===== config.mk =====
export PLATFORM = sky130hd
export DESIGN_NAME = uart_rx_core
export DESIGN_NICKNAME = d
export VERILOG_FILES = /design/src/rtl/uart_rx_core.sv
export SDC_FILE = /design/constraint.sdc
export NUM_CORES = 1
export LEC_CHECK = 0
export BUFFER_PORTS_ARGS = -buffer_cell sky130_fd_sc_hd__buf_2
export CORE_ASPECT_RATIO = 0.9
export CORE_UTILIZATION = 51
export CTS_BUF_LIST = sky130_fd_sc_hd__clkbuf_16
export DETAILED_ROUTE_END_ITERATION = 6
export PLACE_DENSITY = 0.74
export SYNTH_ARGS = -nofsm -noshare
export SYNTH_HDL_FRONTEND = slang
export SYNTH_SLANG_ARGS = --single-unit
export TNS_END_PERCENT = 30

===== constraint.sdc =====
create_clock -name clk -period 1.8 [get_ports clk]
set_input_delay 0 -clock clk [delete_from_list [all_inputs] [get_ports clk]]
set_output_delay 0 -clock clk [all_outputs]
set_load 0.05 [all_outputs]

===== src/rtl/uart_rx_core.sv =====
// uart_rx_core: 16x-oversampled asynchronous serial receiver (start + DATA_BITS + [parity] + stop).
// Optional even-parity support is compiled in with `define UART_RX_PARITY_EN.
module uart_rx_core #(
    parameter int DATA_BITS  = 8,
    parameter int OVERSAMPLE = 16
) (
    input  logic                 clk,
    input  logic                 reset_n,
    input  logic                 rx_clk,
    input  logic                 rxd,
    output logic [DATA_BITS-1:0] data_out,
    output logic                 data_valid,
    output logic                 frame_error,
    output logic                 parity_error,
    output logic                 busy
);

    localparam int TW = $clog2(OVERSAMPLE);
    localparam int BW = $clog2(DATA_BITS);
    localparam logic [TW-1:0] T_MID  = TW'(OVERSAMPLE / 2 - 1);
    localparam logic [TW-1:0] T_END  = TW'(OVERSAMPLE - 1);
    localparam logic [BW-1:0] B_LAST = BW'(DATA_BITS - 1);

    typedef enum logic [2:0] {
        S_IDLE,
        S_START,
        S_DATA,
`ifdef UART_RX_PARITY_EN
        S_PARITY,
`endif
        S_STOP,
        S_BREAK
    } state_t;

    state_t               state, state_n;
    logic                 rxd_m, rxd_s;
    logic [TW-1:0]        tcnt, tcnt_n;
    logic [BW-1:0]        bcnt, bcnt_n;
    logic [DATA_BITS-1:0] shreg, shreg_n;
    logic [DATA_BITS-1:0] data_out_n;
    logic                 dv_n, fe_n;

    // Two-flop synchronizer; idles high so reset never looks like a start bit.
    always_ff @(posedge clk or negedge reset_n) begin
        if (!reset_n) begin
            rxd_m <= 1'b1;
            rxd_s <= 1'b1;
        end else begin
            rxd_m <= rxd;
            rxd_s <= rxd_m;
        end
    end

`ifdef UART_RX_PARITY_EN
    logic perr_q, perr_n, pe_n;
`endif

    always_comb begin
        state_n    = state;
        tcnt_n     = tcnt;
        bcnt_n     = bcnt;
        shreg_n    = shreg;
        data_out_n = data_out;
        dv_n       = 1'b0;
        fe_n       = 1'b0;
`ifdef UART_RX_PARITY_EN
        perr_n     = perr_q;
        pe_n       = 1'b0;
`endif
        if (rx_clk) begin
            case (state)
                S_IDLE: begin
                    if (!rxd_s) begin
                        state_n = S_START;
                        tcnt_n  = '0;
                    end
                end
                S_START: begin
                    if (tcnt == T_MID) begin
                        tcnt_n  = '0;
                        bcnt_n  = '0;
                        state_n = rxd_s ? S_IDLE : S_DATA;
                    end else begin
                        tcnt_n = tcnt + 1'b1;
                    end
                end
                S_DATA: begin
                    if (tcnt == T_END) begin
                        tcnt_n  = '0;
                        shreg_n = {rxd_s, shreg[DATA_BITS-1:1]};
                        if (bcnt == B_LAST) begin
`ifdef UART_RX_PARITY_EN
                            state_n = S_PARITY;
`else
                            state_n = S_STOP;
`endif
                        end else begin
                            bcnt_n = bcnt + 1'b1;
                        end
                    end else begin
                        tcnt_n = tcnt + 1'b1;
                    end
                end
`ifdef UART_RX_PARITY_EN
                S_PARITY: begin
                    if (tcnt == T_END) begin
                        tcnt_n  = '0;
                        perr_n  = rxd_s ^ (^shreg);
                        state_n = S_STOP;
                    end else begin
                        tcnt_n = tcnt + 1'b1;
                    end
                end
`endif
                S_STOP: begin
                    if (tcnt == T_END) begin
                        tcnt_n = '0;
                        if (rxd_s) begin
                            data_out_n = shreg;
                            dv_n       = 1'b1;
`ifdef UART_RX_PARITY_EN
                            pe_n       = perr_q;
`endif
                            state_n    = S_IDLE;
                        end else begin
                            fe_n    = 1'b1;
                            state_n = S_BREAK;
                        end
                    end else begin
                        tcnt_n = tcnt + 1'b1;
                    end
                end
                S_BREAK: begin
                    if (rxd_s) begin
                        state_n = S_IDLE;
                        tcnt_n  = '0;
                    end
                end
                default: begin
                    state_n = S_IDLE;
                    tcnt_n  = '0;
                end
            endcase
        end
    end

    always_ff @(posedge clk or negedge reset_n) begin
        if (!reset_n) begin
            state       <= S_IDLE;
            tcnt        <= '0;
            bcnt        <= '0;
            shreg       <= '0;
            data_out    <= '0;
            data_valid  <= 1'b0;
            frame_error <= 1'b0;
        end else begin
            state       <= state_n;
            tcnt        <= tcnt_n;
            bcnt        <= bcnt_n;
            shreg       <= shreg_n;
            data_out    <= data_out_n;
            data_valid  <= dv_n;
            frame_error <= fe_n;
        end
    end

`ifdef UART_RX_PARITY_EN
    always_ff @(posedge clk or negedge reset_n) begin
        if (!reset_n) begin
            perr_q       <= 1'b0;
            parity_error <= 1'b0;
        end else begin
            perr_q       <= perr_n;
            parity_error <= pe_n;
        end
    end
`else
    assign parity_error = 1'b0;
`endif

    assign busy = (state != S_IDLE);

endmodule


[Yosys cells after proc, flatten, opt, wreduce, memory -nomap -nowiden]
Index checks and enable logic that the tools add are counted.
Cells by class
  reductions and logical operators: 9
  multiplexer cells: 26
  equality and inequality tests: 14
  add/subtract/negate cells: 2
Operator list (count)
  2-to-1 mux 3 bit: 10
  2-to-1 mux 4 bit: 4
  one-hot mux 4 bit (4 select lines): 1
  one-hot mux 3 bit (5 select lines): 1
  != test 2 bit, second input constant: 7
  2-to-1 mux 1 bit: 8
  AND reduction 7 bit: 1
  equality test 3 x 2 -> 1 bit, second input constant: 2
  equality test 3 bit, second input constant: 2
  one-hot mux 3 bit (2 select lines): 1
  AND reduction 3 bit: 2
  AND reduction 5 bit: 1
  adder 4 x 1 -> 4 bit, second input constant: 1
  equality test 4 x 3 -> 1 bit, second input constant: 1
  equality test 4 bit, second input constant: 1
  AND reduction 4 bit: 1
  adder 3 x 1 -> 3 bit, second input constant: 1
  equality test 3 x 1 -> 1 bit, second input constant: 1
  zero test 3 bit: 1
  nonzero test 3 bit: 1
  2-to-1 mux 2 bit: 1
  nonzero test 2 bit: 1
  OR reduction 2 bit: 1
Storage, ports and cells
  register bits: 30
  word-level logic and storage cells: 60

[Depth between registers and ports, before layout]
Gate-level depths: netlist (run 1).
  depth in word-level cells: 4
  depth in mapped cells: 5

[Worst setup path before layout (run 1)]
No wires, ideal clock.
  path kind: register to register
  from: register tcnt[0]
  to: register data_out[0]
  data arrival time: 1.597 ns
  required time: 1.675 ns
  stages on the path, launching flop included: 6
  path buffers: 0
  path slack: 0.078 ns
  path through: dfrtp_1 -> ha_1 -> and2_2 -> nand3_4 -> nor3_4 -> mux2_2
Between the ends
  word-level cells in the longest chain between the ends: 2
Ends and longest elaborated chain
  start: declaration: RTL line 37  | logic [TW-1:0] tcnt, tcnt_n;
  start signal: assignment: RTL line 158  | tcnt <= tcnt_n;
  equality test 4 bit: RTL line 116  | if (tcnt == T_END) begin
  AND reduction 4 bit (no line)
  end signal: assignment: RTL line 161  | data_out <= data_out_n;
  end: declaration: RTL line 11  | output logic [DATA_BITS-1:0] data_out,
Every way passes these cells.
A chain may end at the register's enable or synchronous reset.

[Worst setup path in the final report (run 1)]
  from: register state[2]
  to: register shreg[2]
Between the ends
  word-level cells in the longest chain between the ends: 2
Ends and longest elaborated chain
  start: declaration: RTL line 35  | state_t state, state_n;
  start signal: assignment: RTL line 157  | state <= state_n;
  equality test 3 x 2 -> 1 bit: RTL line 71  | case (state)
  AND reduction 3 bit (no line)
  end signal: assignment: RTL line 160  | shreg <= shreg_n;
  end: declaration: RTL line 39  | logic [DATA_BITS-1:0] shreg, shreg_n;
Every way passes these cells.

==> reports/summary.txt, run 1 <==
outcome - finished clean
cells after synthesis - 112
row count - 17
Syn Std Cell Area - 1410 um^2
antenna diode count - 0
worst rel slew slack - 0.562
CP endpoint kind - register
Starting Density - 0.556
Die Y - 51.8 um
post-synthesis cell type count - 37
largest net degree at the start of global routing - 31
Detail Route Antenna Nets - 0
PortBufs - 14
global router's overall resource usage - 0.195
Total Power - 2.28 mW
post-synthesis sequential area ratio - 0.536
GRT overflow - 0
ranking of synthesized cells by area - dfrtp_1, mux2_2, dfstp_2
root buf cell - clkbuf_16
slew at the pin with the worst max-slew slack - 0.658 ns
worst min path class - primary input to register
maximum vdd drop - 640 uV
Num Clock Sinks - 30
CP Data Required Time - 1.95 ns
Synth top area share - 0.498
CTS H-tree lvls - 2
CTS tree - yes
most frequent cell after synthesis - dfrtp_1
WS Path Type - register to register
main flop type after synthesis - dfrtp_1
Final Hold Vio Count - 0
fraction of layout instances using a drive strength above 1 - 0.448
CP max FO - 8
Clock Skews - 0.00346 ns
yosys warns - 0
Sum Neg Setup Slack - 0 ns
Max Buffers Root-to-Sink - 2
Routed WL - 2580 um
max-cap violation count - 0
vias in the first global route - 864
core area - 2530 um^2
clock-pin slew on the worst setup and hold paths - 0.05 ns
routed wire length per instance - 15.1 um
Routability Congestion - 0.790
First-pass DRT Iterations - 4
worst skew pair latency - 0.27 ns
Syn Area/Cell - 12.6 um^2
placed cell count - 160
HPWL after DPL - 1770 um
area post-placement - 1580 um^2
Final Non-Filler Cells - 171
Post-synth EDFFs - 0
die area - 2970 um^2
ys async rst share - 1.00
Final #Nets - 149
Mapped Nets - 119
Period minus WS final - 1.74 ns
filler instances - 184
total CTS buffers - 5
via count - 932
Max Fclk - 576 MHz
Pwr per Cell Area - 1290 nW/um^2
antenna violations before repair - 0
cell area after layout - 1760 um^2
most frequent cells after synthesis - dfrtp_1, mux2_2, nand2_1
Min Hold Slack - 0.0773 ns
# DRC - 0
Pleak - 0.884 nW
first-pass GRT wire length - 4110 um
Die Span X - 57.4 um
synthesis-stage register bit count - 30
unrepaired setup endpoints after global routing - false
Yosys top cell by area - dfrtp_1
Crit path arrival time - 1.88 ns
startpoint type of the worst setup path - register
Final Cycle Share - 0.965
max-slew violation count - 0
vias per cell - 5.45
initial drt markers - 15
# IOs - 16
Area Overhead vs Synth - 25.4%
count of final setup violators - 0
area by class of cell:
class | count | area, um^2 | area share
Inverter | 4 | 15.0 | 0.00851
Clock inverter | 3 | 16.3 | 0.00922
Tap cell | 28 | 35.0 | 0.0199
Sequential cell | 30 | 753 | 0.427
Timing Repair Buffer | 28 | 196 | 0.111
Multi-Input combinational cell | 73 | 623 | 0.353
Clock buffer | 5 | 125 | 0.0709
repair_timing:
item	in CTS	in global routing
setup buffers	0	1
gates resized for setup	0	4
setup endpoints to repair	0	11
hold buffers	2	0
endpoints found under the hold margin	29	0
worst max-delay path, stage by stage, from the launching register on:
cell and delay (ns):
dfrtp_1 0.45, or3b_2 0.53, nor2_2 0.16, buf_12 0.14, mux2_2 0.33
metal layers:
metal,track usage,wire (um),vias up
met5,0,0,-
met4,0.0732,14,0
met3,0.0697,59,2
met2,0.308,1240,16
met1,0.246,1270,462
li1,-,-,452
worst paths after layout:
kind	startpoint	endpoint	slack [ns]	cells past startpoint
min reg2reg	rxd_m$_DFF_PN1_	rxd_s$_DFF_PN1_	0.36	0
min	rx_clk	frame_error$_DFF_PN0_	0.08	3
max reg2reg	state[2]$_DFFE_PN0P_	shreg[2]$_DFFE_PN0P_	0.06	4
max	state[2]$_DFFE_PN0P_	shreg[2]$_DFFE_PN0P_	0.06	4
max in group asynchronous	reset_n	bcnt[2]$_DFFE_PN0P_	1.07	2
min in group asynchronous	reset_n	tcnt[0]$_DFFE_PN0P_	0.30	2
flip-flops by register name, summed over array words and instances (netlist names):
| signal | cells |
|---|---|
| bcnt | 3 |
| data_out | 8 |
| tcnt | 4 |
| shreg | 8 |
| rxd_s | 1 |
| data_valid | 1 |
| state | 3 |
| frame_error | 1 |
| rxd_m | 1 |
cell usage in the layout (no fill, tap or decap), drive strengths merged, types with 2 or more instances in the layout:
cell type,netlist,routed
clkbuf,2,5
dfstp,2,2
mux2,20,20
ha,3,3
buf,3,26
nor2,7,7
xnor2,2,2
a22o,2,2
clkinv,0,2
nand2b,2,2
dlygate4sd3,0,2
nand2,7,7
a21oi,4,4
inv,4,4
nor3,3,3
o21ai,4,4
dfrtp,28,28
nand3,3,3
mux2i,3,3
cells by family (layout without fill, tap and decap cells):
group           after synthesis  after routing  synth area share
xor+xnor                      3              3            0.0187
simple gates                 31             31             0.144
compound gates               12             12            0.0614
buf+inv                       9             40            0.0294
fa+ha+maj                     3              3            0.0267
mux                          23             23             0.181
flops                        30             30             0.536
other cells                   1              1           0.00267
stage by stage:
step                utilization  worst slack, ns
floorplan                     -           0.0781
global placement          0.624            0.107
detailed placement        0.624           0.0443
finish                    0.697           0.0629
CTS                       0.688           0.0265
global route              0.697          0.00436
where the power goes:
group | total, mW | internal (mW) | leakage (nW) | switching [mW]
combinational | 0.678 | 0.297 | 0.422 | 0.381
sequential | 0.829 | 0.755 | 0.395 | 0.0739
clock | 0.771 | 0.502 | 0.0672 | 0.269
(Power assumes the default switching activity.)
==> run 2, diff against run 1 <==
Settings changed: ABC_AREA from default to 1, CORE_UTILIZATION 51 to 52.
==> reports/summary.txt, run 2 <==
routed wire length per instance - 11.4 um
Num Clock Sinks - 30
Max Fclk - 657 MHz
main flop type after synthesis - dfrtp_1
global router's overall resource usage - 0.197
Pleak - 0.893 nW
Starting Density - 0.561
startpoint type of the worst setup path - register
slowest CP cell - dfrtp_1
Die Y - 54.1 um
yosys warns - 0
PortBufs - 14
dpl ws - 0.283 ns
maximum vdd drop - 924 uV
# DRC - 0
unrepaired setup endpoints after global routing - false
Crit path max-delay family - simple AND/OR/NAND/NOR gates
most frequent cell after synthesis - nand2_1
initial drt markers - 36
max-cap violation count - 0
most used cell, CP - nand3_4
antenna violations before repair - 0
Synth top area share - 0.447
Yosys top cell by area - dfrtp_1
Final Non-Filler Cells - 222
root buf cell - clkbuf_16
Post-synth EDFFs - 0
GRT overflow - 0
Max Buffers Root-to-Sink - 2
largest net degree at the start of global routing - 31
CTS H-tree lvls - 2
Clock Skews - 0.00646 ns
synthesis-stage register bit count - 30
total CTS buffers - 5
Worst Hold Path EP - bcnt[0]$_DFFE_PN0P_
Worst Path Buf+Inv - 0
CP max stage delay - 0.38 ns
core area - 2790 um^2
placed cell count - 212
Period minus WS final - 1.52 ns
cells after synthesis - 162
slew at the pin with the worst max-slew slack - 0.631 ns
Final Cycle Share - 0.845
Pwr per Cell Area - 1260 nW/um^2
Final Worst Setup Slack - 0.279 ns
reg2reg end - shreg[7]$_DFFE_PN0P_
antenna diode count - 0
reg2reg path depth - 6
commonest non-fill, non-tap cell in the layout - nand2_1
row count - 18
reg2reg start - tcnt[0]$_DFFE_PN0P_
Final #Nets - 188
post-synthesis cell type count - 27
Setup Fix Bufs, Post-CTS - 0
setup slack, reg-to-reg - 0.28 ns
first-pass GRT wire length - 4490 um
worst skew pair latency - 0.27 ns
Min Hold Slack - 0.0628 ns
max-slew violation count - 0
Total Power - 2.27 mW
worst rel slew slack - 0.579
Crit path arrival time - 1.68 ns
CTS tree - yes
Hold Crit Depth - 3
CTS Hold Buffers Added - 2
Sum Neg Setup Slack - 0 ns
Detail Route Antenna Nets - 0
die area - 3240 um^2
# IOs - 16
Post-CTS Resized - 0
CP Data Required Time - 1.95 ns
Syn Std Cell Area - 1570 um^2
vias per cell - 4.89
count of final setup violators - 0
Die Span X - 59.9 um
CP endpoint kind - register
Routability Congestion - 0.799
ranking of synthesized cells by area - dfrtp_1, nand2_1, o21ai_2
vias in the first global route - 1041
HP Start - rx_clk
Top Registers - data_out (8), shreg (8), tcnt (4)
clock-pin slew on the worst setup and hold paths - 0.04 ns
ys async rst share - 1.00
fraction of layout instances using a drive strength above 1 - 0.341
worst min path class - primary input to register
Final Hold Vio Count - 0
Area Overhead vs Synth - 15.3%
HPWL after DPL - 1870 um
CP max FO - 16
most frequent cells in the layout - nand2_1, dfrtp_1, inv_1
WS Path Type - register to register
most frequent cells after synthesis - nand2_1, dfrtp_1, inv_1
via count - 1086
Mapped Nets - 169
outcome - finished clean
Routed WL - 2530 um
First-pass DRT Iterations - 4
post-synthesis sequential area ratio - 0.481
CP Cell Sequence - ha_1 > nand3_4 > nor2_8 > nand3_4 > nand2_1 > o21ai_2
Syn Area/Cell - 9.67 um^2
==> run 2: changes by cell type after synthesis, sizes merged, moves of 3 or more <==
cell / previous run / this run
nand4: 1 / 4
nor3: 3 / 0
o21ai: 4 / 19
nand2: 7 / 48
mux2i: 3 / 0
nor2: 7 / 17
mux2: 20 / 0
inv: 4 / 18
nand3: 3 / 12
==> run 2: area by class of cell <==
cell class / count / area (um^2)
Fill cell: 254 / 987
Sequential cell: 30 / 753
Multi-Input combinational cell: 110 / 708
Clock buffer: 5 / 125
Timing Repair Buffer: 16 / 90.1
Inverter: 18 / 67.6
Tap cell: 40 / 50.0
Clock inverter: 3 / 11.3
==> run 2: routing by layer <==
metal  part of all wire  global-route usage
met5                  0                   0
met4              0.027               0.120
met3              0.033              0.0577
met2               0.46               0.287
met1               0.48               0.257
==> run 2: worst min-delay path, delay by kind of cell <==
kind,cells,cell delay (ns)
buffers and inverters,1,0.15
and+or+nand+nor,2,0.15
==> run 2: kinds of logic (layout without fill, tap and decap cells) <==
logic type               after synthesis  in the layout  share of synthesized area
buffers and inverters                 22             42                     0.0671
flip-flops                            30             30                      0.481
adder cells (fa/ha/maj)                3              3                     0.0240
AO/OA/AOI/OAI                         22             22                      0.109
AND/OR/NAND/NOR                       83             83                      0.312
XOR/XNOR                               1              1                    0.00559
other                                  1              1                    0.00239
==> run 2: worst max-delay path by stage <==
stage / startpoint / endpoint / slack (ns) / cells after the start
after floorplan: tcnt[0]$_DFFE_PN0P_ / data_out[3]$_DFFE_PN0P_ / 0.43 / 7
after global placement: tcnt[0]$_DFFE_PN0P_ / data_out[2]$_DFFE_PN0P_ / 0.35 / 6
after detailed placement: tcnt[0]$_DFFE_PN0P_ / shreg[7]$_DFFE_PN0P_ / 0.28 / 6
after CTS: tcnt[0]$_DFFE_PN0P_ / shreg[7]$_DFFE_PN0P_ / 0.27 / 6
after global routing: tcnt[0]$_DFFE_PN0P_ / data_out[0]$_DFFE_PN0P_ / 0.11 / 7
final: tcnt[0]$_DFFE_PN0P_ / shreg[7]$_DFFE_PN0P_ / 0.28 / 6
==> run 2: power breakdown <==
part / internal, mW / switching, mW
combinational: 0.211 / 0.426
clock: 0.493 / 0.259
sequential: 0.746 / 0.131
==> run 2: metrics by stage <==
stage	cell area [um^2]	util
after floorplan	1570	-
after global placement	1650	0.591
after detailed placement	1650	0.591
after CTS	1810	0.647
after global routing	1810	0.647
final	1810	0.647
==> run 3, diff against run 2 <==
Settings changed: ABC_AREA 1 to 0, CORE_UTILIZATION 52 to 55, PLACE_DENSITY 0.74 to 0.76.
Clock period 1.8 ns to 1.4 ns, I/O delays scaled along.
==> reports/summary.txt, run 3 (synthesis results as in run 1) <==
outcome - complete, but fails checks
failing checks - negative setup slack
Final #Nets - 162
most frequent cells in the layout - dfrtp_1, buf_4, mux2_4
Final Hold Vio Count - 0
fraction of layout instances using a drive strength above 1 - 0.542
area post-placement - 1680 um^2
CTS H-tree lvls - 2
HPWL after DPL - 1930 um
Pwr per Cell Area - 1710 nW/um^2
Area Overhead vs Synth - 42.7%
Sw Pwr - 1.04 mW
row count - 17
Max Fclk - 585 MHz
Hold Crit Depth - 4
reg2reg path depth - 4
CP endpoint kind - register
via count - 994
Routed WL - 3080 um
routed wire length per instance - 16.8 um
Logic pwr share - 0.353
Die Span X - 55.3 um
cell area after layout - 2010 um^2
vias in the first global route - 993
First-pass DRT Iterations - 2
Total Power - 3.43 mW
PortBufs - 14
vias per cell - 5.43
worst rel slew slack - 0.576
# IOs - 16
antenna violations before repair - 0
die area - 2760 um^2
WS Path Type - register to register
Final Worst Setup Slack - -0.308 ns
commonest non-fill, non-tap cell in the layout - dfrtp_1
Clock Skews - 0.00555 ns
grt met1 use - 0.283
largest net degree at the start of global routing - 31
initial drt markers - 14
Min Hold Slack - 0.156 ns
Pleak - 0.991 nW
clock-pin slew on the worst setup and hold paths - 0.05 ns
Crit path arrival time - 1.86 ns
Die Y - 50.0 um
Period minus WS final - 1.71 ns
# DRC - 0
worst min path class - primary input to register
Num Clock Sinks - 30
slew at the pin with the worst max-slew slack - 0.636 ns
proportion of power drawn by the clock network - 0.342
antenna diode count - 0
met2 Use GR - 0.365
grt peak-use layer - met2
utilization after layout - 0.820
CP max FO - 5
worst skew pair latency - 0.27 ns
GRT overflow - 0
first-pass GRT wire length - 4830 um
Final Cycle Share - 1.22
Max Buffers Root-to-Sink - 2
total CTS buffers - 5
sw frac - 0.304
Routability Congestion - 0.867
unrepaired setup endpoints after global routing - true
Detail Route Antenna Nets - 0
count of final setup violators - 25
max-cap violation count - 0
root buf cell - clkbuf_16
GR Util met3 - 0.126
max-slew violation count - 0
CTS tree - yes
Top Registers - data_out (8), shreg (8), tcnt (4)
sequential share of power - 0.305
maximum vdd drop - 1340 uV
core area - 2450 um^2
startpoint type of the worst setup path - register
global router's overall resource usage - 0.240
CP Data Required Time - 1.55 ns
P_int - 2.39 mW
Starting Density - 0.575
## run 3: cell count changes in the layout (fill, tap and decap cells not counted), moves of 4 or more
| cell | change |
|---|---|
| mux2_4 | +16 |
| nor2_1 | -5 |
| inv_1 | -15 |
| nand3_1 | -4 |
| nand2_1 | -31 |
| buf_4 | +21 |
| nand2_2 | -9 |
| nor2_4 | -4 |
| o21ai_2 | -14 |
## run 3: stage by stage
stage,TNS [ns],std cells,setup WS (ns)
floorplan,-4.93,112,-0.298
global placement,-4.54,171,-0.251
detailed placement,-5.58,171,-0.290
CTS,-4.71,180,-0.289
global route,-5.91,183,-0.368
finish,-4.56,183,-0.308
## run 3: final cells by class
type	count	area, um^2
tap	28	35.0
clock buffer	5	125
inverter	4	15.0
sequential	30	753
timing repair buffer	41	317
clock inverter	2	33.8
multi-input combinational	73	728
fill	128	439
## run 3: final timing paths
check	startpoint	endpoint	slack [ns]
worst min-delay path	rx_clk	frame_error$_DFF_PN0_	0.16
min in group asynchronous	reset_n	tcnt[3]$_DFFE_PN0P_	0.28
worst max register to register	state[2]$_DFFE_PN0P_	state[2]$_DFFE_PN0P_	-0.31
worst max-delay path	state[2]$_DFFE_PN0P_	state[2]$_DFFE_PN0P_	-0.31
worst min register to register	rxd_m$_DFF_PN1_	rxd_s$_DFF_PN1_	0.35
max in group asynchronous	reset_n	tcnt[1]$_DFFE_PN0P_	0.70
## run 3: worst max-delay path, cell delays in order, from the launching register on
cell     delay [ns]
dfrtp_1        0.44
xnor2_1        0.22
o31ai_2        0.11
nor4_4         0.44
mux2_1         0.38
## run 3: layer usage
metal | vias up | part of all wire
met4 | 0 | 0.0052
met3 | 2 | 0.047
met1 | 502 | 0.44
met2 | 19 | 0.51
li1 | 471 | -
met5 | - | 0
## run 3: repair_timing
item / 4_1_cts / 5_1_grt
buffers inserted: 0 / 3
pin swaps: 3 / 1
resized for setup: 21 / 13
endpoints found under the hold margin: 29 / 0
hold buffers: 2 / 0
setup endpoints to repair: 24 / 26
## run 3: power groups by stage
stage	clock (mW)	sequential, mW	combinational [mW]
after floorplan	0	1.04	0.629
after global placement	0	1.04	0.961
after detailed placement	0	1.05	1.02
after CTS	1.19	1.05	1.13
after global routing	1.23	1.06	1.32
final	1.17	1.05	1.21
